`src/rtl/sigma_delta_scan_ctrl.sv`:
```
`default_nettype none
// ============================================================================
// Module   : sigma_delta_scan_ctrl
// Purpose  : Round-robin mux sequencer for one sigma_delta_adc with settle
//            discard and a tagged first-word-fall-through result FIFO.
// Revision : 1.0 - initial release
// ============================================================================
module sigma_delta_scan_ctrl #(
    parameter int NUM_CH     = 4,
    parameter int WDTH       = 20,
    parameter int DISCARD    = 2,
    parameter int FIFO_DEPTH = 4,
    parameter int CW         = $clog2(NUM_CH)
) (
    input  logic            clk,
    input  logic            rst_n,
    input  logic            enable,
    input  logic [NUM_CH-1:0] ch_mask,
    input  logic            ovf_clr,
    input  logic [WDTH-1:0] adc_output,
    input  logic            adc_valid,
    output logic [CW-1:0]   adc_chan_sel,
    output logic [WDTH-1:0] res_data,
    output logic [CW-1:0]   res_chan,
    output logic            res_valid,
    input  logic            res_ready,
    output logic            scan_done,
    output logic            overflow
);

    localparam int         c_addr_w  = $clog2(FIFO_DEPTH);
    localparam logic [4:0] c_discard = 5'(DISCARD);
    localparam logic [c_addr_w:0] c_depth = (c_addr_w+1)'(FIFO_DEPTH);

    localparam logic [1:0] c_idle    = 2'd0;
    localparam logic [1:0] c_select  = 2'd1;
    localparam logic [1:0] c_settle  = 2'd2;
    localparam logic [1:0] c_capture = 2'd3;

    logic [1:0]    r_state;
    logic [CW-1:0] r_ptr;
    logic [CW-1:0] r_sel;
    logic [CW-1:0] r_last;
    logic [3:0]    r_disc_cnt;
    logic          r_scan_done;
    logic          r_overflow;

    logic [CW+WDTH-1:0] r_mem [FIFO_DEPTH];
    logic [c_addr_w-1:0] r_wr_ptr;
    logic [c_addr_w-1:0] r_rd_ptr;
    logic [c_addr_w:0]   r_count;

    logic [2*NUM_CH-1:0] w_rot;
    logic [CW:0]         w_off;
    logic [CW:0]         w_sum;
    logic                w_hit;
    logic [CW-1:0]       w_next_ch;
    logic [CW-1:0]       w_high;
    logic [CW-1:0]       w_sel_inc;
    logic                w_push_req;
    logic                w_push;
    logic                w_pop;
    logic                w_full;

    // Rotate a doubled mask so the lowest set bit is the next channel at or
    // after the pointer, wrapping without a modulo on the index.
    always_comb begin
        w_rot  = {ch_mask, ch_mask} >> r_ptr;
        w_off  = '0;
        w_hit  = 1'b0;
        w_high = '0;
        for (int i = 0; i < NUM_CH; i++) begin
            if (!w_hit && w_rot[i]) begin
                w_hit = 1'b1;
                w_off = (CW+1)'(i);
            end
            if (ch_mask[i]) begin
                w_high = CW'(i);
            end
        end
        w_sum = {1'b0, r_ptr} + w_off;
        if (w_sum >= (CW+1)'(NUM_CH)) begin
            w_sum = w_sum - (CW+1)'(NUM_CH);
        end
        w_next_ch = CW'(w_sum);
        w_sel_inc = (r_sel == CW'(NUM_CH-1)) ? '0 : r_sel + CW'(1);
    end

    assign w_push_req = (r_state == c_capture) && enable && adc_valid;
    assign w_full     = (r_count == c_depth);
    assign w_pop      = res_valid && res_ready;
    assign w_push     = w_push_req && (!w_full || w_pop);

    always_ff @(posedge clk) begin
        if (!rst_n) begin
            r_state     <= c_idle;
            r_ptr       <= '0;
            r_sel       <= '0;
            r_last      <= '0;
            r_disc_cnt  <= '0;
            r_scan_done <= 1'b0;
        end else begin
            r_scan_done <= 1'b0;
            case (r_state)
                c_idle: begin
                    if (enable && (|ch_mask)) begin
                        r_state <= c_select;
                    end
                end
                c_select: begin
                    if (!enable || !(|ch_mask)) begin
                        r_state <= c_idle;
                        r_ptr   <= '0;
                    end else begin
                        r_sel      <= w_next_ch;
                        r_last     <= w_high;
                        r_disc_cnt <= '0;
                        r_state    <= (DISCARD == 0) ? c_capture : c_settle;
                    end
                end
                c_settle: begin
                    if (!enable) begin
                        r_state <= c_idle;
                        r_ptr   <= '0;
                    end else if (adc_valid) begin
                        if (({1'b0, r_disc_cnt} + 5'd1) == c_discard) begin
                            r_state <= c_capture;
                        end else begin
                            r_disc_cnt <= r_disc_cnt + 4'd1;
                        end
                    end
                end
                c_capture: begin
                    if (!enable) begin
                        r_state <= c_idle;
                        r_ptr   <= '0;
                    end else if (adc_valid) begin
                        r_ptr       <= w_sel_inc;
                        r_scan_done <= (r_sel == r_last);
                        r_state     <= c_select;
                    end
                end
                default: r_state <= c_idle;
            endcase
        end
    end

    // A pop on a full FIFO frees the slot for a same-edge push.
    always_ff @(posedge clk) begin
        if (!rst_n) begin
            for (int i = 0; i < FIFO_DEPTH; i++) begin
                r_mem[i] <= '0;
            end
            r_wr_ptr   <= '0;
            r_rd_ptr   <= '0;
            r_count    <= '0;
            r_overflow <= 1'b0;
        end else begin
            if (w_push) begin
                r_mem[r_wr_ptr] <= {r_sel, adc_output};
                r_wr_ptr        <= r_wr_ptr + c_addr_w'(1);
            end
            if (w_pop) begin
                r_rd_ptr <= r_rd_ptr + c_addr_w'(1);
            end
            if (w_push && !w_pop) begin
                r_count <= r_count + (c_addr_w+1)'(1);
            end else if (!w_push && w_pop) begin
                r_count <= r_count - (c_addr_w+1)'(1);
            end
            if (w_push_req && !w_push) begin
                r_overflow <= 1'b1;
            end else if (ovf_clr) begin
                r_overflow <= 1'b0;
            end
        end
    end

    assign adc_chan_sel         = r_sel;
    assign res_valid            = (r_count != '0);
    assign {res_chan, res_data} = r_mem[r_rd_ptr];
    assign scan_done            = r_scan_done;
    assign overflow             = r_overflow;

endmodule
`default_nettype wire

```
`config.mk`:
```
export PLATFORM = sky130hd
export DESIGN_NAME = sigma_delta_scan_ctrl
export DESIGN_NICKNAME = d
export VERILOG_FILES = /design/src/rtl/sigma_delta_scan_ctrl.sv
export SDC_FILE = /design/constraint.sdc
export NUM_CORES = 1
export LEC_CHECK = 0
export ABC_AREA = 0
export CORE_ASPECT_RATIO = 1.25
export CORE_MARGIN = 4
export CORE_UTILIZATION = 58
export CTS_BUF_LIST = sky130_fd_sc_hd__clkbuf_4
export CTS_CLUSTER_DIAMETER = 150
export CTS_CLUSTER_SIZE = 16
export DETAILED_ROUTE_END_ITERATION = 12
export PLACE_DENSITY_LB_ADDON = 0.3
export SLEW_MARGIN = 10
export SYNTH_ARGS = -nofsm -noshare
export SYNTH_HDL_FRONTEND = slang
export SYNTH_SLANG_ARGS = --single-unit
```
`constraint.sdc`:
```
create_clock -name clk -period 3.6 [get_ports clk]
set_input_delay 0.72 -clock clk [delete_from_list [all_inputs] [get_ports clk]]
set_output_delay 0.72 -clock clk [all_outputs]
set_load 0.005 [all_outputs]
```
Yosys cells after proc, flatten, opt, wreduce, memory -nomap -nowiden:

Memories as Yosys holds them, arrays and structs flattened. A register that Yosys moved wholly into a read port is not among the register bits.
Index checks and enable logic that the tools add are counted.

* flip-flop bits (word level): 21
* RAM bits: 88
* bits of input ports: 30
* output and inout bits: 27
* word-level logic and storage cells: 116
* memories: 1

* $add $sub $neg: 9
* order comparisons: 1
* equal/unequal tests: 17
* shifts and indexed selects: 1
* multiplexer cells: 42
* bitwise gates (word level): 1
* reductions and logical operators: 34

Memories
* r_mem: depth 4, width 22, read ports 1, clocked after Yosys merged registers in 1, write ports 4, RTL line 48 `logic [CW+WDTH-1:0] r_mem [FIFO_DEPTH];`

Operator list (count)
* two-way mux 2 bit: 18
* two-way mux 22 bit: 1
* OR reduction 22 bit: 1
* two-way mux 4 bit: 4
* inequality test 2 bit (second input constant): 7
* two-way mux 1 bit: 12
* two-way mux 3 bit: 4
* AND reduction 4 bit: 3
* logical AND 1 bit: 11
* inequality test 3 bit (second input constant): 3
* logical NOT 1 bit: 8
* case mux 2 bit (4 select lines): 1
* case mux 4 bit (2 select lines): 1
* right shift 8 x 2 -> 4 bit: 1
* adder 2 x 1 -> 2 bit (second input constant): 3
* == test 2 bit (second input constant): 3
* case mux 2 bit (3 select lines): 1
* nonzero test 2 bit: 3
* nonzero test 3 bit: 2
* adder 4 x 1 -> 5 bit (second input constant): 1
* == test 5 x 2 -> 1 bit (second input constant): 1
* AND reduction 5 bit: 1
* adder 4 x 1 -> 4 bit (second input constant): 1
* OR reduction 4 bit: 1
* 12 further kinds: 13

Logic depth before layout (Yosys ltp):

Gate-level depths: netlist (run 1).

* word-level depth: 14
* mapped depth: 10
* gate-level depth less buffers: 9

Worst setup path before layout (run 1):

No wires, ideal clock.

* kind: input to register
* start: in enable
* end: mem r_mem[1][0] (netlist bit) (enable)
* library setup time: 432 ps
* data arrival time: 2900 ps
* required time: 3168 ps
* setup slack: 269 ps
* stages on the path: 4
* buffers on the path: 1
* cells stage by stage: buf_2 > and3_1 > nand3_1 > o21ai_0

RTL lines
* start: declaration: RTL line 17 `input logic enable,`
* end: declaration: RTL line 48

==> metrics.md, run 1 <==
| Metric | Value |
|---|---|
| Depth of the most critical reg-to-reg path | `9` |
| Hold-fix buffers, CTS | `0` |
| Worst setup SP type | `flop` |
| Wire length of the first global-routing pass | `15.3 mm` |
| Signal arrival time at the worst endpoint | `about 2300 ps` |
| Number of slew-limit violations in the final report | `0` |
| Number of core rows | `38` |
| VDD IR max | `between 200 and 300 uV` |
| CP max-delay cell | `sky130_fd_sc_hd__mux4_2` |
| Maximum number of pins on one net before global-route repair | `27` |
| Cts bufs inserted | `9` |
| Commonest cells in the synthesized netlist | `sky130_fd_sc_hd__and2_1, sky130_fd_sc_hd__edfxtp_1, sky130_fd_sc_hd__dfxtp_1` |
| Static leakage | `2.16 nW` |
| Slew margin rel. | `0.348` |
| Launch instance of the worst min-delay path | `overflow$_SDFFE_PN0P_` |
| Initial DRC count | `between 200 and 250` |
| Setup TNS | `0 ps` |
| Clk buf depth | `2` |
| Most frequently used cell type in the post-synthesis netlist | `sky130_fd_sc_hd__and2_1` |
| H-tree depth reported by CTS | `3` |
| Count of placed standard cells including taps | `roughly 540` |
| Initial standard-cell utilization of the core | `0.595` |
| Final cell count without fillers | `554` |
| Die boundary width | `~92 um` |
| Maximum operating frequency | `about 0.34 GHz` |
| Total detailed-routing wirelength | `just over 9 mm` |
| Dominant cell type by area after synthesis | `sky130_fd_sc_hd__edfxtp_1` |
| Critical Setup Path Class | `reg -> out` |
| Netlist Area Pre-Place | `~0.0052 mm^2` |
| Max FO, Critical Path | `22` |
| Outcome | `completed` |
| Post-DP HPWL | `a little over 6 mm` |
| Number of DRC violations after detailed routing | `0` |
| Number of failing hold endpoints at the final stage | `0` |
| Largest cells by area after synthesis | `sky130_fd_sc_hd__edfxtp_1, sky130_fd_sc_hd__and2_1, sky130_fd_sc_hd__mux4_2` |
| Hold depth | `2` |
| Post-detailed-route wirelength per cell | `16.4 um` |
| Number of setup violations in the final report | `0` |
| Hold EP | `overflow$_SDFFE_PN0P_` |
| Final #Nets | `~470` |
| Area Growth Syn to Fin | `15.0%` |
| Buffer cell driving the clock tree root | `sky130_fd_sc_hd__clkbuf_4` |
| PD cells | `roughly 460 mW/mm^2` |
| Worst-skew pair later-pin latency | `approximately 440 ps` |
| Area of the die | `0.0105 mm^2` |
| Number of register bits inferred by synthesis | `approximately 110` |
| Reg2reg setup slack | `1180 ps` |
| Worst min path class | `reg -> reg` |
| CORE AREA | `approximately 0.0087 mm^2` |
| Post-route minimum period | `2970 ps` |
| Final design utilization | `0.684` |
| Skew final | `between 20 and 25 ps` |
| Synth Area per Inst | `13.7 um^2` |
| Final clock period utilization by the worst path | `0.825` |
| GR Overflow Total | `0` |
| Fill cell instance count of the final layout | `between 600 and 700` |
| Crit path largest cell delay | `a little under 600 ps` |
| Quantity of gates resized following cts | `0` |
| Number of antenna-violating nets in the routed design | `0` |
| Tot GR Track Use | `0.190` |
| Total number of vias | `3,015` |
| Critical Path Sink Type | `primary output` |
| Via count of the first global-routing pass | `3,139` |
| Number of clock sinks seen by CTS | `around 110` |
| Syn Inst Count | `between 300 and 400` |
| Setup repair after global routing missed its margin | `false` |
| Endpoint required time on the critical path | `roughly 2900 ps` |
| TritonCTS clock tree | `yes` |
| Total setup buffers inserted after CTS | `0` |
| Weighted congestion at the end of routability-driven global placement | `roughly 0.77` |
| Ports | `57` |
| Diodes inserted | `0` |
| Critical-path cell list | `buf_4 > mux4_2 > clkdlybuf4s50_1` |
| EDFF count, synth | `88` |
| Fraction of registers with async set or reset after synthesis | `0` |
| Post-Syn Nets | `about 410` |
| R2R Path End | `r_count[2]$_SDFFE_PN0P_` |
| Most used flip-flop cell after synthesis | `sky130_fd_sc_hd__edfxtp_1` |
| Detailed-routing iteration count for the pre-antenna-repair pass | `6` |
| Max capacitance violation total | `0` |
| Clock-pin slew reported for the worst setup and hold paths after clock tree synthesis | `160 ps` |
| Ratio of cells with drive above 1 in the final layout | `0.134` |
| Transition time at the pin with the least slew margin | `around 980 ps` |
| Minimum hold slack | `515 ps` |
| Fraction of synthesized cell area taken by the top area cell type | `0.511` |
| Mean number of vias per cell | `about 5.4` |
| Die Height | `114 um` |
| Initial antenna violation count | `0` |
| Quantity of I/O buffers inserted on ports | `56` |
| Yosys warnings | `0` |
| Sequential share of the synthesized area | `0.600` |
| RR Startpoint | `r_count[0]$_SDFFE_PN0P_` |
| Distinct cell type count of the synthesized netlist | `50` |
## worst max-delay path: cells and delay by family (launching register included)
family | cells | cell delay [ps]
multiplexers | 1 | 590
buffers and inverters | 2 | 850
flip-flops | 1 | 350
## routing by layer
metal	up-vias	part of all wire	track usage
met2	61	0.55	0.340
met4	0	0.014	0.0505
li1	1474	-	-
met5	-	0	0
met3	12	0.036	0.0475
met1	1468	0.40	0.228
## per-stage QoR
stage | area, um^2 | setup WS (ps) | total power [mW]
after CTS | 5950 | 584 | 2.75
after global placement | 5820 | 446 | 2.15
after detailed placement | 5820 | 424 | 2.17
after global routing | 5950 | 473 | 2.87
final | 5950 | 630 | 2.72
after floorplan | 5170 | 269 | 1.88
## worst max-delay path by stage
stage | startpoint | endpoint | slack [ps] | cells past startpoint
after floorplan | enable | r_mem[1][0]$_SDFFCE_PN0P_ | 270 | 4
after global routing | flop | res_chan[1] | 470 | 3
final | flop | res_chan[1] | 630 | 3
after CTS | flop | res_data[15] | 580 | 3
after detailed placement | adc_valid | r_mem[1][11]$_SDFFCE_PN0P_ | 420 | 4
after global placement | adc_valid | r_mem[1][11]$_SDFFCE_PN0P_ | 450 | 4
## where the power goes
| part | total (mW) | internal, mW | switching (mW) |
|---|---|---|---|
| clock | 0.597 | 0.214 | 0.383 |
| combinational | 0.642 | 0.389 | 0.253 |
| sequential | 1.48 | 1.44 | 0.0382 |
## kinds of logic (layout without fill, tap and decap cells)
family	after synthesis	in the layout	synth area share
buf+inv	30	87	0.0329
simple gates	159	159	0.188
flops	111	111	0.600
mux	26	26	0.103
xor+xnor	7	7	0.0118
fa+ha+maj	6	6	0.0160
compound gates	38	38	0.0484
## placed cells by master (no fill, tap or decap), types with 2 or more instances in the layout
cell type / count
sky130_fd_sc_hd__ha_1: 5
sky130_fd_sc_hd__dfxtp_1: 23
sky130_fd_sc_hd__buf_4: 8
sky130_fd_sc_hd__xor2_1: 4
sky130_fd_sc_hd__and3_1: 4
sky130_fd_sc_hd__o21ai_0: 6
sky130_fd_sc_hd__clkdlybuf4s50_1: 56
sky130_fd_sc_hd__nor2_2: 2
sky130_fd_sc_hd__a21oi_1: 9
sky130_fd_sc_hd__inv_1: 8
sky130_fd_sc_hd__or3_1: 3
sky130_fd_sc_hd__nor2b_1: 5
sky130_fd_sc_hd__nor2_1: 10
sky130_fd_sc_hd__o21ai_2: 3
sky130_fd_sc_hd__clkbuf_4: 9
sky130_fd_sc_hd__o211a_1: 2
sky130_fd_sc_hd__nor3_1: 2
sky130_fd_sc_hd__o21a_1: 2
sky130_fd_sc_hd__mux4_2: 22
sky130_fd_sc_hd__and2_1: 94
sky130_fd_sc_hd__xnor2_1: 3
sky130_fd_sc_hd__o22ai_1: 3
sky130_fd_sc_hd__mux2i_1: 4
sky130_fd_sc_hd__edfxtp_1: 88
sky130_fd_sc_hd__nand2b_1: 8
sky130_fd_sc_hd__a21boi_0: 2
sky130_fd_sc_hd__nand3_1: 9
sky130_fd_sc_hd__inv_6: 2
sky130_fd_sc_hd__nand2_1: 12
## registers in the layout, summed over array words and instances, names as in the netlist, 2 cells and up, named ones only
signal        cells
r_mem            88
r_last            2
r_rd_ptr          2
adc_chan_sel      2
r_count           3
r_ptr             2
r_state           2
r_disc_cnt        4
r_wr_ptr          2
## cell type report
cell class                      instances  area [um^2]  area share
Clock inverter                          6         68.8      0.0116
Sequential cell                       111         3100       0.521
Clock buffer                            9         67.6      0.0113
Tap cell                              120          150      0.0252
Inverter                                8         30.0     0.00504
Multi-Input combinational cell        236         1910       0.321
Timing Repair Buffer                   64          621       0.104
Power figures use the tool's default switching activity.
==> inputs of run 2 (changes only) <==
--- a/config.mk
+++ b/config.mk
@@ -8,7 +8,7 @@
 export ABC_AREA = 0
 export CORE_ASPECT_RATIO = 1.25
 export CORE_MARGIN = 4
-export CORE_UTILIZATION = 58
+export CORE_UTILIZATION = 53
 export CTS_BUF_LIST = sky130_fd_sc_hd__clkbuf_4
 export CTS_CLUSTER_DIAMETER = 150
 export CTS_CLUSTER_SIZE = 16
==> constraint.sdc (replaced) <==
create_clock -name clk -period 2.5 [get_ports clk]
set_input_delay 0.5 -clock clk [delete_from_list [all_inputs] [get_ports clk]]
set_output_delay 0.5 -clock clk [all_outputs]
set_load 0.005 [all_outputs]
==> run 2 against run 1 <==
Total power rose by 48%. Global-route usage shrank 1.0 points. Worst hold slack worse by 22 ps. Sequential power rose by 45%.
==> metrics.md, run 2 (synthesis results as in run 1) <==
| Metric | Value |
|---|---|
| Total detailed-routing wirelength | `9.51 mm (+4.7%)` |
| Registers with the most flip-flops | `r_mem: 88 flops, r_disc_cnt: 4 flops, r_count: 3 flops` |
| Transition time at the pin with the least slew margin | `888 ps (-89.0 ps)` |
| Total number of vias | `3,097 (+2.7%)` |
| Skew final | `21.8 ps (+1.20 ps)` |
| Setup TNS | `0 ps (unchanged)` |
| Number of failing hold endpoints at the final stage | `0 (unchanged)` |
| Number of slew-limit violations in the final report | `0 (unchanged)` |
| Area Growth Syn to Fin | `18.8%` |
| Crit path largest cell delay | `510 ps (-80 ps)` |
| Initial antenna violation count | `0 (unchanged)` |
| Setup WS pre-CTS | `-170 ps (-594 ps)` |
| Via count of the first global-routing pass | `3,050 (-2.8%)` |
| Worst setup SP type | `flop` |
| Critical Setup Path Class | `reg -> out` |
| H-tree depth reported by CTS | `3 (unchanged)` |
| Slew margin rel. | `0.407 (+0.0588)` |
| Signal arrival time at the worst endpoint | `1910 ps (-340 ps)` |
| Largest delay contributor family on the critical path | `buffers and inverters` |
| R2R Path End | `r_count[2]$_SDFFE_PN0P_` |
| GR Overflow Total | `0 (unchanged)` |
| Reg with most FFs | `r_mem` |
| Die Height | `118 um (+4.3%)` |
| Post-detailed-route wirelength per cell | `16.6 um (+1.3%)` |
| Tot GR Track Use | `0.179 (-0.0103)` |
| Quantity of I/O buffers inserted on ports | `56 (unchanged)` |
| Clk buf depth | `2 (unchanged)` |
| Area of the die | `0.0114 mm^2 (+8.7%)` |
| Number of antenna-violating nets in the routed design | `0 (unchanged)` |
| RR Startpoint | `r_count[0]$_SDFFE_PN0P_` |
| Post-route minimum period | `2410 ps` |
| Number of DRC violations after detailed routing | `0 (unchanged)` |
| Ratio of cells with drive above 1 in the final layout | `0.159 (+0.0252)` |
| Die boundary width | `96.4 um (+4.2%)` |
| PD cells | `657 mW/mm^2 (+44%)` |
| Hold-fix buffers, CTS | `0 (unchanged)` |
| Number of core rows | `40 (+5.3%)` |
| Clock-pin slew reported for the worst setup and hold paths after clock tree synthesis | `150 ps (about the same)` |
| Depth of the most critical reg-to-reg path | `8 (-1)` |
| Diodes inserted | `0 (unchanged)` |
| Number of clock sinks seen by CTS | `111 (unchanged)` |
| Fill cell instance count of the final layout | `734 (+16%)` |
| Total power draw | `4.04 mW (+48%)` |
| TritonCTS clock tree | `yes` |
| Post-DP HPWL | `6.15 mm (+0.92%)` |
| CORE AREA | `0.00956 mm^2 (+9.9%)` |
| Weighted congestion at the end of routability-driven global placement | `0.826 (+7.7%)` |
| CP max-delay cell | `sky130_fd_sc_hd__mux4_2` |
| Minimum hold slack | `493 ps (-21.9 ps)` |
| Final #Nets | `478 (+2.6%)` |
| Largest register FFs | `88 (unchanged)` |
| Static leakage | `2.35 nW (+8.8%)` |
| VDD IR max | `344 uV (+16%)` |
| Buf/Inv on CP | `3 (+1)` |
| Ports | `57 (unchanged)` |
| Max FO, Critical Path | `11 (-50%)` |
| Min setup slack post-route | `89.8 ps (-540 ps)` |
| Number of setup violations in the final report | `0 (unchanged)` |
| Reg2reg setup slack | `280 ps (-900 ps)` |
| Initial standard-cell utilization of the core | `0.541 (-0.0534)` |
| Outcome | `completed` |
| Worst-skew pair later-pin latency | `460 ps (+20 ps)` |
| Worst setup path endpoint | `res_chan[0]` |
| Most used cells in the layout excluding fill and tap cells | `sky130_fd_sc_hd__and2_1, sky130_fd_sc_hd__edfxtp_1, sky130_fd_sc_hd__clkdlybuf4s50_1` |
| Critical-path cell list | `buf_4 > buf_12 > mux4_2 > dlygate4sd2_1` |
| Buffer cell driving the clock tree root | `sky130_fd_sc_hd__clkbuf_4` |
| Worst min path class | `reg -> reg` |
| Cts bufs inserted | `9 (unchanged)` |
| Mean number of vias per cell | `5.40 (-0.69%)` |
| Endpoint required time on the critical path | `2000 ps (-880 ps)` |
| Leading cell type in the layout, fill and taps excluded | `sky130_fd_sc_hd__and2_1` |
| Maximum operating frequency | `just over 0.4 GHz` |
| Wire length of the first global-routing pass | `15.4 mm (+0.67%)` |
| Maximum number of pins on one net before global-route repair | `27 (unchanged)` |
| Detailed-routing iteration count for the pre-antenna-repair pass | `4 (-2)` |
| Initial DRC count | `110 (-50%)` |
| Crit path depth | `4 (+1)` |
| Critical Path Sink Type | `primary output` |
| Max capacitance violation total | `0 (unchanged)` |
| Final clock period utilization by the worst path | `0.964` |
-- run 2: what timing repair did --
item                                   in CTS  in global routing
setup endpoints to repair                  22                  4
endpoints found under the hold margin       0                  0
resized for setup                          20                  5
buffers inserted                            2                  1
gates cloned                                1                  0
-- run 2: power by group --
part	internal, mW	switching, mW	leakage, nW	total (mW)
logic	0.611	0.379	1.17	0.989
registers	2.08	0.0659	1.10	2.15
clock network	0.326	0.575	0.0779	0.901
-- run 2: layout make-up --
class | count | area, um^2 | share of cell area
timing repair buffer | 76 | 795 | 0.129
clock buffer | 10 | 75.1 | 0.0122
multi-input combinational | 236 | 1910 | 0.311
inverter | 8 | 30.0 | 0.00489
tap | 126 | 158 | 0.0257
clock inverter | 6 | 68.8 | 0.0112
sequential | 111 | 3110 | 0.505
-- run 2: worst min-delay path by stage --
stage               slack (ps)                    end                  start  cells after the start
floorplan                  460  overflow$_SDFFE_PN0P_  overflow$_SDFFE_PN0P_                      2
global placement           460  overflow$_SDFFE_PN0P_  overflow$_SDFFE_PN0P_                      2
detailed placement         470  overflow$_SDFFE_PN0P_  overflow$_SDFFE_PN0P_                      2
CTS                        500  overflow$_SDFFE_PN0P_  overflow$_SDFFE_PN0P_                      2
global route               530  overflow$_SDFFE_PN0P_  overflow$_SDFFE_PN0P_                      2
finish                     490  overflow$_SDFFE_PN0P_  overflow$_SDFFE_PN0P_                      2
-- run 2: worst reg2reg max path, stage by stage (launching register included) --
cell	delay, ps
sky130_fd_sc_hd__dfxtp_1	390
sky130_fd_sc_hd__or3_1	410
sky130_fd_sc_hd__nand2_1	130
sky130_fd_sc_hd__ha_1	170
sky130_fd_sc_hd__inv_1	50
sky130_fd_sc_hd__fa_1	370
sky130_fd_sc_hd__xor2_1	160
sky130_fd_sc_hd__or3_1	310
sky130_fd_sc_hd__a21boi_0	160
-- run 2: metrics by stage --
| step | instances | area, um^2 | utilization |
|---|---|---|---|
| 2_1_floorplan | 377 | 5170 | - |
| 3_3_place_gp | 553 | 5960 | 0.624 |
| 3_5_place_dp | 553 | 5960 | 0.624 |
| 4_1_cts | 572 | 6130 | 0.641 |
| 5_1_grt | 573 | 6150 | 0.643 |
| 6_report | 573 | 6150 | 0.643 |
-- run 2: per-layer routing --
layer,vias up,GRT usage,part of all wire
met5,-,0,0
met2,60,0.313,0.53
li1,1492,-,-
met4,0,0.0605,0.013
met1,1535,0.219,0.42
met3,10,0.0325,0.038
